<file path="config.mk">
export PLATFORM = sky130hd
export DESIGN_NAME = fd_select_pipe
export DESIGN_NICKNAME = d
export VERILOG_FILES = /design/src/rtl/fd_select_pipe.sv
export SDC_FILE = /design/constraint.sdc
export NUM_CORES = 1
export LEC_CHECK = 0
export ABC_AREA = 1
export CORE_ASPECT_RATIO = 1.1
export CORE_MARGIN = 3
export CORE_UTILIZATION = 35
export DETAILED_ROUTE_END_ITERATION = 7
export MAX_ROUTING_LAYER = met4
export PLACE_DENSITY_LB_ADDON = 0.12
export SETUP_SLACK_MARGIN = 0.5
export SYNTH_ARGS = -nofsm -noshare
export SYNTH_HDL_FRONTEND = slang
export SYNTH_SLANG_ARGS = --single-unit
</file>
<file path="constraint.sdc">
create_clock -name clk -period 7 [get_ports clk]
set_clock_uncertainty 0.2 [all_clocks]
set_input_delay 1.75 -clock clk [delete_from_list [all_inputs] [get_ports clk]]
set_output_delay 1.75 -clock clk [all_outputs]
set_load 0.02 [all_outputs]
</file>
<file path="src/rtl/fd_select_pipe.sv">
// Final quotient selection for the multiplicative divider: stage 1 reduces
// the back-multiply to carry-save form, stage 2 resolves sign/zero and rounds.
module fd_select_pipe #(
    parameter int N     = 58,
    parameter int G     = 3,
    parameter int S     = 29,
    parameter int TAG_W = 4
) (
    input  logic             clk,
    input  logic             rst,
    input  logic             in_valid,
    output logic             in_ready,
    input  logic [N-1:0]     in_da,
    input  logic [N-1:0]     in_db,
    input  logic [2*N-2:0]   in_eb,
    input  logic [N-1:0]     in_e,
    input  logic             in_dbl,
    input  logic [TAG_W-1:0] in_tag,
    output logic             out_valid,
    input  logic             out_ready,
    output logic [N-G+1:0]   out_fd,
    output logic             out_neg,
    output logic             out_exact,
    output logic [TAG_W-1:0] out_tag
);
    localparam int W  = 2 * N;
    localparam int RW = N - G + 1;
    localparam int EW = N - G;

    logic [N+S-1:0]   x;
    logic [W-1:0]     op_a;
    logic [W-1:0]     op_b;
    logic [W-1:0]     op_c;
    logic [W:0]       cs_s;
    logic [W:0]       cs_c;

    logic             s1_valid_d, s1_valid_q;
    logic [W:0]       s1_sum_d, s1_sum_q;
    logic [W:0]       s1_car_d, s1_car_q;
    logic [EW-1:0]    s1_eh_d, s1_eh_q;
    logic             s1_dbl_d, s1_dbl_q;
    logic [TAG_W-1:0] s1_tag_d, s1_tag_q;

    logic             out_valid_d, out_valid_q;
    logic [RW:0]      out_fd_d, out_fd_q;
    logic             out_neg_d, out_neg_q;
    logic             out_exact_d, out_exact_q;
    logic [TAG_W-1:0] out_tag_d, out_tag_q;

    logic [W+1:0]     sum;
    logic             neg;
    logic             zero;
    logic [RW-1:0]    r;
    logic [RW:0]      fd;
    logic             s1_adv;
    logic             accept;

    // 3:2 compression of a + b + c; the +1 is folded into stage 2's carry-in
    always_comb begin
        x    = in_dbl ? {{S{1'b0}}, in_db} : {in_db, {S{1'b0}}};
        op_a = {1'b0, in_da, {(N-2){1'b0}}, 1'b1};
        op_b = {1'b1, ~in_eb};
        op_c = {{(N-S-G){1'b1}}, ~x, {G{1'b1}}};
        cs_s = {1'b0, op_a ^ op_b ^ op_c};
        cs_c = {(op_a & op_b) | (op_a & op_c) | (op_b & op_c), 1'b0};
    end

    always_comb begin
        sum  = {1'b0, s1_sum_q} + {1'b0, s1_car_q}
             + {{(W+1){1'b0}}, 1'b1};
        neg  = sum[W+1];
        zero = ~|sum[W:0];
        if (neg) begin
            r = {1'b0, s1_eh_q};
        end else if (s1_dbl_q) begin
            r = {1'b0, s1_eh_q} + {{(RW-1){1'b0}}, 1'b1};
        end else begin
            r = {1'b0, s1_eh_q[EW-1:S], {S{1'b1}}}
              + {{(RW-1){1'b0}}, 1'b1};
        end
        fd = {r, s1_dbl_q & ~zero};
        if (!s1_dbl_q) begin
            fd[S] = ~zero;
        end
    end

    always_comb begin
        s1_adv   = !out_valid_q | out_ready;
        in_ready = !rst & (!s1_valid_q | s1_adv);
        accept   = in_valid & in_ready;

        s1_valid_d  = accept | (s1_valid_q & !s1_adv);
        s1_sum_d    = s1_sum_q;
        s1_car_d    = s1_car_q;
        s1_eh_d     = s1_eh_q;
        s1_dbl_d    = s1_dbl_q;
        s1_tag_d    = s1_tag_q;
        out_valid_d = s1_adv ? s1_valid_q : out_valid_q;
        out_fd_d    = out_fd_q;
        out_neg_d   = out_neg_q;
        out_exact_d = out_exact_q;
        out_tag_d   = out_tag_q;

        if (accept) begin
            s1_sum_d = cs_s;
            s1_car_d = cs_c;
            s1_eh_d  = in_e[N-1:G];
            s1_dbl_d = in_dbl;
            s1_tag_d = in_tag;
        end
        if (s1_adv && s1_valid_q) begin
            out_fd_d    = fd;
            out_neg_d   = neg;
            out_exact_d = zero;
            out_tag_d   = s1_tag_q;
        end
    end

    always_ff @(posedge clk) begin
        if (rst) begin
            s1_valid_q  <= 1'b0;
            s1_sum_q    <= '0;
            s1_car_q    <= '0;
            s1_eh_q     <= '0;
            s1_dbl_q    <= 1'b0;
            s1_tag_q    <= '0;
            out_valid_q <= 1'b0;
            out_fd_q    <= '0;
            out_neg_q   <= 1'b0;
            out_exact_q <= 1'b0;
            out_tag_q   <= '0;
        end else begin
            s1_valid_q  <= s1_valid_d;
            s1_sum_q    <= s1_sum_d;
            s1_car_q    <= s1_car_d;
            s1_eh_q     <= s1_eh_d;
            s1_dbl_q    <= s1_dbl_d;
            s1_tag_q    <= s1_tag_d;
            out_valid_q <= out_valid_d;
            out_fd_q    <= out_fd_d;
            out_neg_q   <= out_neg_d;
            out_exact_q <= out_exact_d;
            out_tag_q   <= out_tag_d;
        end
    end

    assign out_valid = out_valid_q;
    assign out_fd    = out_fd_q;
    assign out_neg   = out_neg_q;
    assign out_exact = out_exact_q;
    assign out_tag   = out_tag_q;
endmodule

</file>
## Yosys cells after proc, flatten, opt, wreduce, memory -nomap -nowiden

Index checks and enable logic that the tools add are counted.

| storage, ports and cells | value |
|---|---|
| word-level logic and storage cells | 42 |
| flip-flop bits (word level) | 357 |

| cells by class | value |
|---|---|
| mux-type cells | 4 |
| add/subtract/negate cells | 4 |
| reduce and logical (&&, ||, !) cells | 7 |
| bitwise logic cells | 16 |

Operators by type and width:

| operator | count |
|---|---|
| $and A115 B116 Y116 | 2 |
| $or A116 B116 Y116 | 2 |
| $add A116 B117 Y118 | 1 |
| $add A118 B1 Y118 const B | 1 |
| $reduce_or A117 Y1 | 1 |
| $and A116 B116 Y116 | 1 |
| $xor A115 B116 Y116 | 1 |
| $xor A116 B116 Y116 | 1 |
| $not A115 Y115 | 1 |
| $add A55 B1 Y56 const B | 2 |
| $mux W56 | 2 |
| $mux W87 | 1 |
| $not A87 Y87 | 1 |
| $logic_not A1 Y1 | 5 |
| $and A1 B1 Y1 | 4 |
| $or A1 B1 Y1 | 3 |
| $logic_and A1 B1 Y1 | 1 |
| $mux W1 | 1 |

## Depth between registers and ports, before layout

| depth | value |
|---|---|
| word-level depth | 6 |
| mapped depth | 25 |

## Worst setup path before layout

OpenSTA, ideal clock, no wires.

| timing | value |
|---|---|
| path kind | input to output |
| from | in rst |
| to | out in_ready |
| path buffers | 1 |
| required time | 5.050 ns |
| setup slack | 2.710 ns |
| cell stages on the path | 4 |
| data arrival time | 2.340 ns |
| path through | clkbuf_1 > clkinv_1 > nand2_1 > inv_1 |

| on the way | value |
|---|---|
| cells in the longest elaborated chain, start to end | 2 |

Ends and longest elaborated chain:

| item | RTL line | text |
|---|---|---|
| from (decl) | 10 | `input logic rst,` |
| $logic_not A1 Y1 | 89 | `in_ready = !rst & (!s1_valid_q \| s1_adv);` |
| $and A1 B1 Y1 | 89 |  |
| to (decl) | 12 | `output logic in_ready,` |

Every way passes these cells.

## Final worst setup path

| timing | value |
|---|---|
| from | in out_ready |
| to | out in_ready |

| on the way | value |
|---|---|
| cells in the longest elaborated chain, start to end | 3 |

Ends and longest elaborated chain:

| item | RTL line | text |
|---|---|---|
| from (decl) | 20 | `input logic out_ready,` |
| $or A1 B1 Y1 | 88 | `s1_adv = !out_valid_q \| out_ready;` |
| $or A1 B1 Y1 | 89 |  |
| $and A1 B1 Y1 | 89 |  |

Every way passes these cells.

==> qor.csv <==
stage,metric,value,unit
flow_run,maxCapViolCount,0,
timing,rsz0062_at_grt,false,
worst_setup_path,cpPeakStageDelay,600,ps
detailed_routing,drtIter0Drc,2157,
logic_synthesis,synth_largest_area_cell,nand2_1,
worst_setup_path,worstPathArrival,3220,ps
worst_setup_path,critPathRequiredTime,5050,ps
clock_tree,cts.sinks,355,
timing,max_freq,0.194,GHz
clock_tree,h-tree-depth,2,
timing,finalSetupTns,0,ps
worst_setup_path,crit_slowest_cell,clkdlybuf4s50_1,
logic_synthesis,syn-num-nets,5646,
timing,drv_slew,0,
timing,hold_ws,261,ps
clock_tree,cts-resized-gates,0,
worst_setup_path,rr_worst_depth,14,
detailed_routing,drc,0,
min_path,min_path_cells,2,
placed_design,gp_congestion,0.988,
placed_design,port_buffers,359,
power_and_ir_drop,p_leak,17.7,nW
detailed_routing,wl,122000,um
worst_setup_path,worst-path-stages,8,
floorplanning,fp.dieW,283,um
clock_tree,clk_pin_slew,50,ps
power_and_ir_drop,ir_worst_vdd,0.136,mV
clock_tree,root_buffer,clkbuf_16,
cells_and_area,fillers,9519,
min_path,hold_path_class,flop to flop,
worst_setup_path,startpoint_type,input pin,
timing,post-route-period-util,0.738,
logic_synthesis,ys.flop_type,dfxtp_1,
detailed_routing,antenna_left,0,
grt,track_usage,0.276,
detailed_routing,route.vias.total,31500,
cells_and_area,area_growth,20.6,%
floorplanning,initial_core_util,0.354,
floorplanning,rows,111,
placed_design,dp_hpwl,102000,um
floorplanning,die_y,311,um
grt,grt_pass1_vias,30100,
clock_tree,cts_tree,built,
clock_tree,clock_latency,590,ps
cells_and_area,drive_above_1_share,0.0353,
clock_tree,clk_path_buf_depth,3,
logic_synthesis,syn_inst,5120,
timing,timing.max_slew.rel_slack,0.234,
logic_synthesis,netlist.area_leader.share,0.243,
logic_synthesis,synth_cell_types,51,
worst_setup_path,path_delay_family,buffers and inverters,
timing,finalSetupViolCount,0,
logic_synthesis,seq_area_frac_synth,0.240,
logic_synthesis,ys_top_cells_by_area,"nand2_1, dfxtp_1, inv_1",
logic_synthesis,ys_ff_latch,355,
logic_synthesis,syn_area_per_cell,5.78,um^2
clock_tree,cts_hold_repair.buffers,0,
grt,antenna_found_initial,3,
worst_setup_path,cp_cell_sequence,"clkdlybuf4s50_1, inv_1, nand2_1, nor2_1, inv_1, nand2_1, inv_1, clkdlybuf4s50_1",
cells_and_area,finalNetCount,5931,
detailed_routing,detail_route.wl_per_cell,18.6,um
grt,grt_pass1_wl,181000,um
worst_setup_path,critPathMostFrequentCell,inv_1,
logic_synthesis,async_reset_ff_frac,0,
detailed_routing,drt-pass1-iter-count,6,
worst_setup_path,end_kind,output pin,
timing,min_period,5170,ps
timing,finalHoldViolCount,0,
floorplanning,core_area,0.0836,mm^2
clock_tree,post_cts_buffers,0,
worst_setup_path,critPathKind,input pin to output pin,
detailed_routing,via_per_inst,4.80,
logic_synthesis,synth_edf_count,0,
grt,grt_start_max_net_pins,260,
run_status,outcome,"finished, final reports clean",
floorplanning,io_pins,363,
worst_setup_path,cp_max_fo,3,
grt,grt-ovfl-total,0,
logic_synthesis,synth_area,0.0296,mm^2
logic_synthesis,ys_warn_count,0,
worst_setup_path,crit_buf_inv,5,
clock_tree,numCtsBuffers,44,
floorplanning,die_area,0.0881,mm^2
power_and_ir_drop,powerDensity,174,mW/mm^2
timing,worst_pin_slew,1150,ps
## where the power goes
| group | switching, mW | internal [mW] | leakage, nW | total, mW |
|---|---|---|---|---|
| combinational | 0.996 | 0.584 | 14.0 | 1.58 |
| sequential | 0.108 | 2.17 | 2.92 | 2.28 |
| clock | 0.956 | 1.40 | 0.737 | 2.36 |
| total | 2.06 | 4.16 | 17.7 | 6.22 |
## sequential cells by signal, summed over array words and instances (netlist names)
register / count
s1_car_q: 115
out_exact: 1
out_neg: 1
s1_sum_q: 115
out_fd: 57
s1_valid_q: 1
out_tag: 4
out_valid: 1
s1_eh_q: 55
s1_tag_q: 4
s1_dbl_q: 1
## synth_stat cells, types with 4 or more instances
| cell type | n |
|---|---|
| nand2_1 | 1915 |
| inv_1 | 911 |
| nor2_1 | 412 |
| dfxtp_1 | 355 |
| o21ai_0 | 350 |
| a21oi_1 | 258 |
| ha_1 | 195 |
| nand3_1 | 176 |
| clkbuf_1 | 120 |
| nor3_1 | 48 |
| xor2_1 | 46 |
| nand4_1 | 43 |
| fa_1 | 33 |
| mux2i_1 | 29 |
| nor2_2 | 29 |
| o211ai_1 | 29 |
| o21bai_1 | 26 |
| inv_2 | 22 |
| nor3_2 | 17 |
| o21ai_1 | 14 |
| nand3b_1 | 13 |
| xnor2_1 | 8 |
| nand3_2 | 6 |
| nor4_1 | 6 |
| o211ai_2 | 6 |
| buf_1 | 5 |
| clkinv_1 | 5 |
| buf_2 | 4 |
| o221ai_1 | 4 |
## placed cells by master (no fill, tap or decap), types with 14 or more instances in the layout
master,count
xor2_1,46
o21ai_0,350
nor2_2,29
a21oi_1,258
clkbuf_16,44
nand2_1,1914
inv_1,909
mux2i_1,29
o21ai_1,14
dfxtp_1,355
fa_1,33
nor2_1,411
o21bai_1,26
clkdlybuf4s50_1,357
nor3_1,48
o211ai_1,29
ha_1,195
inv_2,24
nand4_1,43
nor3_2,17
nand3_1,176
## layer usage
metal | vias up | global-route usage | share of wire
li1 | 16400 | - | -
met1 | 14200 | 0.344 | 0.44
met2 | 825 | 0.472 | 0.48
met3 | 165 | 0.0256 | 0.044
met4 | 0 | 0.0882 | 0.036
met5 | - | - | 0
## area by class of cell
class,count,area [um^2],area share
Inverter,939,3530,0.0990
Clock buffer,58,1240,0.0348
Timing Repair Buffer,373,3710,0.104
Clock inverter,21,238,0.00666
Tap cell,1130,1410,0.0396
Antenna cell,2,5.00,0.000140
Multi-Input combinational cell,3692,18500,0.517
Sequential cell,355,7110,0.199
## worst register-to-register path: stages (launching register included)
cell      delay (ps)
dfxtp_1          340
ha_1             520
nand2_1          150
nor2_1           130
inv_1             80
nor3_2           510
nand2_1          280
clkinv_1         110
a21oi_2           80
o221a_2          280
nand2_4          290
inv_4            290
a21oi_4          660
nand3_1          250
a21oi_1          170
## cell families (layout without fill, tap and decap cells)
group	count (synthesis)	after routing	synth area share
xor+xnor	54	54	0.0160
other cells	0	2	0
compound gates	701	701	0.127
fa+ha+maj	228	228	0.105
mux	29	29	0.00980
flops	355	355	0.240
buf+inv	1073	1391	0.137
simple gates	2680	2680	0.365
## per-stage QoR
stage / util / area (um^2) / total power, mW / cells / setup WS, ps
global placement: 0.409 / 34200 / 3.89 / 6489 / 1820
finish: 0.427 / 35700 / 6.22 / 6570 / 1830
floorplan: - / 29600 / 3.20 / 5120 / 2710
global route: 0.427 / 35700 / 6.56 / 6569 / 1720
CTS: 0.427 / 35700 / 6.29 / 6568 / 1830
detailed placement: 0.409 / 34200 / 3.89 / 6489 / 1830
## final timing paths
path,end,startpoint,slack [ps]
worst max register to register,out_fd[19],s1_car_q[84],2590
worst max-delay path,in_ready,out_ready,1830
worst min-delay path,out_fd[12],out_fd[12],260
worst min register to register,out_fd[12],out_fd[12],260
Note: power is estimated with default switching activity, not from simulation.
